<file path="src/rtl/mem_port_arbiter.sv">
// Round-robin share of one RAM port between IF and LS: grant in the request cycle, read data one cycle later.
// Requesters hold req until gnt; MEM_ARB_PERF_CNT_EN adds grant/conflict counters.
module mem_port_arbiter #(
  parameter int ADDR_W   = 32,
  parameter int DATA_W   = 32,
  parameter int LS_FIRST = 1,
  parameter int CNT_W    = 16
) (
  input  logic              clk,
  input  logic              reset,
  input  logic              if_req_i,
  input  logic [ADDR_W-1:0] if_addr_i,
  output logic              if_gnt_o,
  output logic              if_rvalid_o,
  output logic [DATA_W-1:0] if_rdata_o,
  input  logic              ls_req_i,
  input  logic [ADDR_W-1:0] ls_addr_i,
  input  logic [DATA_W-1:0] ls_wdata_i,
  input  logic [3:0]        ls_wr_mask_i,
  output logic              ls_gnt_o,
  output logic              ls_rvalid_o,
  output logic [DATA_W-1:0] ls_rdata_o,
  output logic              mem_en_o,
  output logic [ADDR_W-1:0] mem_addr_o,
  output logic [DATA_W-1:0] mem_din_o,
  output logic [3:0]        mem_wr_mask_o,
  input  logic [DATA_W-1:0] mem_dout_i,
  output logic              busy_o
`ifdef MEM_ARB_PERF_CNT_EN
  ,
  output logic [CNT_W-1:0]  if_gnt_cnt_o,
  output logic [CNT_W-1:0]  ls_gnt_cnt_o,
  output logic [CNT_W-1:0]  conflict_cnt_o
`endif
);

  logic prio_q, prio_d;
  logic rd_pend_q, rd_pend_d;
  logic rd_own_q, rd_own_d;
  logic if_gnt, ls_gnt, conflict, rd_issue;

  // Grants are masked while reset is high so nothing reaches the RAM.
  always_comb begin
    if_gnt   = 1'b0;
    ls_gnt   = 1'b0;
    conflict = 1'b0;
    if (!reset) begin
      conflict = if_req_i && ls_req_i;
      if (conflict) begin
        ls_gnt = prio_q;
        if_gnt = !prio_q;
      end else begin
        if_gnt = if_req_i;
        ls_gnt = ls_req_i;
      end
    end
  end

  always_comb begin
    mem_en_o      = if_gnt || ls_gnt;
    mem_addr_o    = '0;
    mem_din_o     = '0;
    mem_wr_mask_o = 4'h0;
    if (ls_gnt) begin
      mem_addr_o    = ls_addr_i;
      mem_din_o     = ls_wdata_i;
      mem_wr_mask_o = ls_wr_mask_i;
    end else if (if_gnt) begin
      mem_addr_o    = if_addr_i;
    end
  end

  assign rd_issue = if_gnt || (ls_gnt && (ls_wr_mask_i == 4'h0));

  // After a conflict the pointer moves to the port that just lost.
  always_comb begin
    prio_d    = conflict ? !prio_q : prio_q;
    rd_pend_d = rd_issue;
    rd_own_d  = rd_issue ? ls_gnt : rd_own_q;
  end

  always_ff @(posedge clk) begin
    if (reset) begin
      prio_q    <= (LS_FIRST != 0);
      rd_pend_q <= 1'b0;
      rd_own_q  <= 1'b0;
    end else begin
      prio_q    <= prio_d;
      rd_pend_q <= rd_pend_d;
      rd_own_q  <= rd_own_d;
    end
  end

  assign if_gnt_o    = if_gnt;
  assign ls_gnt_o    = ls_gnt;
  assign busy_o      = !reset && rd_pend_q;
  assign if_rvalid_o = busy_o && !rd_own_q;
  assign ls_rvalid_o = busy_o && rd_own_q;
  assign if_rdata_o  = if_rvalid_o ? mem_dout_i : '0;
  assign ls_rdata_o  = ls_rvalid_o ? mem_dout_i : '0;

`ifdef MEM_ARB_PERF_CNT_EN
  logic [CNT_W-1:0] if_cnt_q, if_cnt_d;
  logic [CNT_W-1:0] ls_cnt_q, ls_cnt_d;
  logic [CNT_W-1:0] cf_cnt_q, cf_cnt_d;

  always_comb begin
    if_cnt_d = if_cnt_q + {{(CNT_W-1){1'b0}}, if_gnt};
    ls_cnt_d = ls_cnt_q + {{(CNT_W-1){1'b0}}, ls_gnt};
    cf_cnt_d = cf_cnt_q + {{(CNT_W-1){1'b0}}, conflict};
  end

  always_ff @(posedge clk) begin
    if (reset) begin
      if_cnt_q <= '0;
      ls_cnt_q <= '0;
      cf_cnt_q <= '0;
    end else begin
      if_cnt_q <= if_cnt_d;
      ls_cnt_q <= ls_cnt_d;
      cf_cnt_q <= cf_cnt_d;
    end
  end

  assign if_gnt_cnt_o   = reset ? '0 : if_cnt_q;
  assign ls_gnt_cnt_o   = reset ? '0 : ls_cnt_q;
  assign conflict_cnt_o = reset ? '0 : cf_cnt_q;
`endif

endmodule

</file>
<file path="config.mk">
export PLATFORM = sky130hd
export DESIGN_NAME = mem_port_arbiter
export DESIGN_NICKNAME = d
export VERILOG_FILES = /design/src/rtl/mem_port_arbiter.sv
export SDC_FILE = /design/constraint.sdc
export NUM_CORES = 1
export LEC_CHECK = 0
export CORE_AREA = 5 5 104 106
export DETAILED_ROUTE_END_ITERATION = 10
export DIE_AREA = 0 0 109 111
export GPL_TIMING_DRIVEN = 0
export PLACE_DENSITY = 0.66
export SYNTH_ARGS = -nofsm -noshare
export SYNTH_HDL_FRONTEND = slang
export SYNTH_SLANG_ARGS = --single-unit
</file>
<file path="constraint.sdc">
create_clock -name clk -period 2.65 [get_ports clk]
set_input_delay 0.795 -clock clk [delete_from_list [all_inputs] [get_ports clk]]
set_output_delay 0.795 -clock clk [all_outputs]
set_load 0.03 [all_outputs]
</file>
==> out/metrics.yaml <==
htreeDepth: 1
clk_pin_slew_ns: 0.03
syn_to_final_growth_pct: 250
p_leak_nw: 2.09
start_kind: "input pin"
rsz0062_at_grt: "yes"
cts-buffers-inserted: 3
pwr_density_cell_mw_per_mm2: 197
final_cell_mix: "133 x clkdlybuf4s50_1, 70 x buf_6, 45 x and2_1, 40 x buf_2, 35 x and3_1"
async_flop_share: 0
synth_fp_nets: 309
setup_violations: 0
syn_area_mm2: 0.00120
required_ns: 1.86
first_pass_iters: 4
layout_commonest_cell: "clkdlybuf4s50_1"
antenna_found_initial: 0
initial_core_util: 0.124
ctsHoldBuffers: 0
diodes: 0
dp_hpwl_mm: 8.57
core_area_mm2: 0.00968
dr.first_iter.drc_count: 81
slew_viol_final: 0
wirelength_mm: 10.2
min_path_type: "reg2reg"
worstSkewPairLatency_ns: 0.21
die_area_mm2: 0.0121
post-place-ws_ns: -1.11
grt_max_degree: 11
grt_use_total: 0.152
max_freq_mhz: 381
arrival_ns: 1.83
num_io_pins: 274
total_power_uw: 825
critPathKind: "in2out"
skew_ns: 0.0000830
synth-edff-count: 0
grt_pass1_vias: 2431
yosysWarnings: 0
place_congestion: 0.826
end_kind: "output port"
overflow: 0
hold_viol: 0
yosysUniqueCellTypes: 21
synth_area_leaders: "and2_1 36%, a22o_1 23%, and3_1 18%, dfxtp_1 5.0%, buf_6 4.7%"
root_buffer: "clkbuf_8"
wl_per_cell_um: 17.4
chipWidth_um: 109
synthCells: 173
clk_path_buf_depth: 2
drtAntennaViolNets: 0
port_buffers: 273
grt_pass1_wl_mm: 14.4
die_y_um: 111
worst_slew_pin_slew_ns: 0.543
setup_ws_ns: 0.0274
fin_crit_sh: 0.990
yosysSeqAreaShare: 0.0502
synth_ff_type: "dfxtp_1"
path_max_fanout: 8
fillCellCount: 1001
status: "finished, final reports clean"
rows: 36
final_area_mm2: 0.00420
drive_gt1_frac: 0.421
ys_ff_latch: 3
period_minus_slack_ns: 2.62
final_net_count: 593
placed_cell_area_mm2: 0.00410
netlist.area_leader.share: 0.361
cts_tree: "done"
yosys.area.top_type: "and2_1"
vias_per_cell: 4.04
max-slew-margin-rel: 0.635
syn_avg_cell_area_um2: 6.92
clock_sinks: 3
vias: 2381
drc: 0
maxCapViolations: 0
peakVddDrop_mv: 0.161
==> power by group <==
part | switching, mW | internal, mW | total, mW
clock network | 0.0287 | 0.102 | 0.131
registers | 0.00137 | 0.0476 | 0.0490
logic | 0.285 | 0.360 | 0.645
total | 0.315 | 0.510 | 0.825
==> path summary, 6_finish.rpt <==
kind | start | to | slack [ns] | cells past startpoint
setup / recovery | reset | if_rdata_o[17] | 0.03 | 6
hold / removal | prio_q | prio_q | 0.58 | 2
setup reg to reg | prio_q | rd_pend_q | 1.45 | 5
hold reg to reg | prio_q | prio_q | 0.58 | 2
==> per-layer routing <==
layer | up-vias | wire length [µm] | GRT usage
met5 | - | 0 | 0
met4 | 0 | 105 | 0.0194
met3 | 8 | 732 | 0.0256
met2 | 105 | 5640 | 0.299
met1 | 1088 | 3770 | 0.170
li1 | 1180 | - | -
==> worst max-delay path, cell delays in order <==
cell,delay [ns]
buf_8,0.11
nor2b_4,0.23
and2b_4,0.27
buf_8,0.12
and2_1,0.15
buf_6,0.14
==> cells by family (layout without fill, tap and decap cells) <==
logic type / after synthesis / in the layout / synth area share
AO/OA/AOI/OAI: 36 / 36 / 0.256
buffers and inverters: 22 / 304 / 0.113
flip-flops: 3 / 3 / 0.0502
AND/OR/NAND/NOR: 112 / 113 / 0.581
==> sequential cells by signal, summed over array words and instances, names as in the netlist <==
| signal | flops |
|---|---|
| prio_q | 1 |
| rd_own_q | 1 |
| rd_pend_q | 1 |
==> layout make-up <==
cell class	count	area [µm²]	area share
Buffer	21	214	0.0510
Multi-Input combinational cell	149	1080	0.257
Timing Repair Buffer	278	2630	0.626
Clock buffer	4	45.0	0.0107
Sequential cell	3	60.1	0.0143
Tap cell	133	166	0.0397
Inverter	1	3.75	0.000894
==> per-stage QoR <==
| step | utilization | cells | hold slack [ns] | TNS (ns) |
|---|---|---|---|---|
| after floorplan | - | 173 | 0.519 | 0 |
| after detailed placement | 0.423 | 579 | 0.565 | -130.01 |
| after CTS | 0.422 | 589 | 0.576 | 0 |
| after global placement | 0.423 | 579 | 0.549 | -129.21 |
| after global routing | 0.433 | 589 | 0.684 | -0.0729 |
| final | 0.433 | 589 | 0.576 | 0 |
==> synth_stat cells (2+ instances only) <==
| master | count |
|---|---|
| and2_1 | 69 |
| and3_1 | 35 |
| a22o_1 | 32 |
| clkbuf_1 | 6 |
| buf_2 | 5 |
| buf_6 | 5 |
| clkbuf_2 | 4 |
| dfxtp_1 | 3 |
| nor2_1 | 2 |
==> what timing repair did <==
action	CTS	global route
resized for setup	776	97
hold endpoints to repair	0	0
buffers inserted	2	0
pin swaps	0	17
cloned	4	0
endpoints found under the setup margin	138	117
Power figures use the tool's default switching activity.
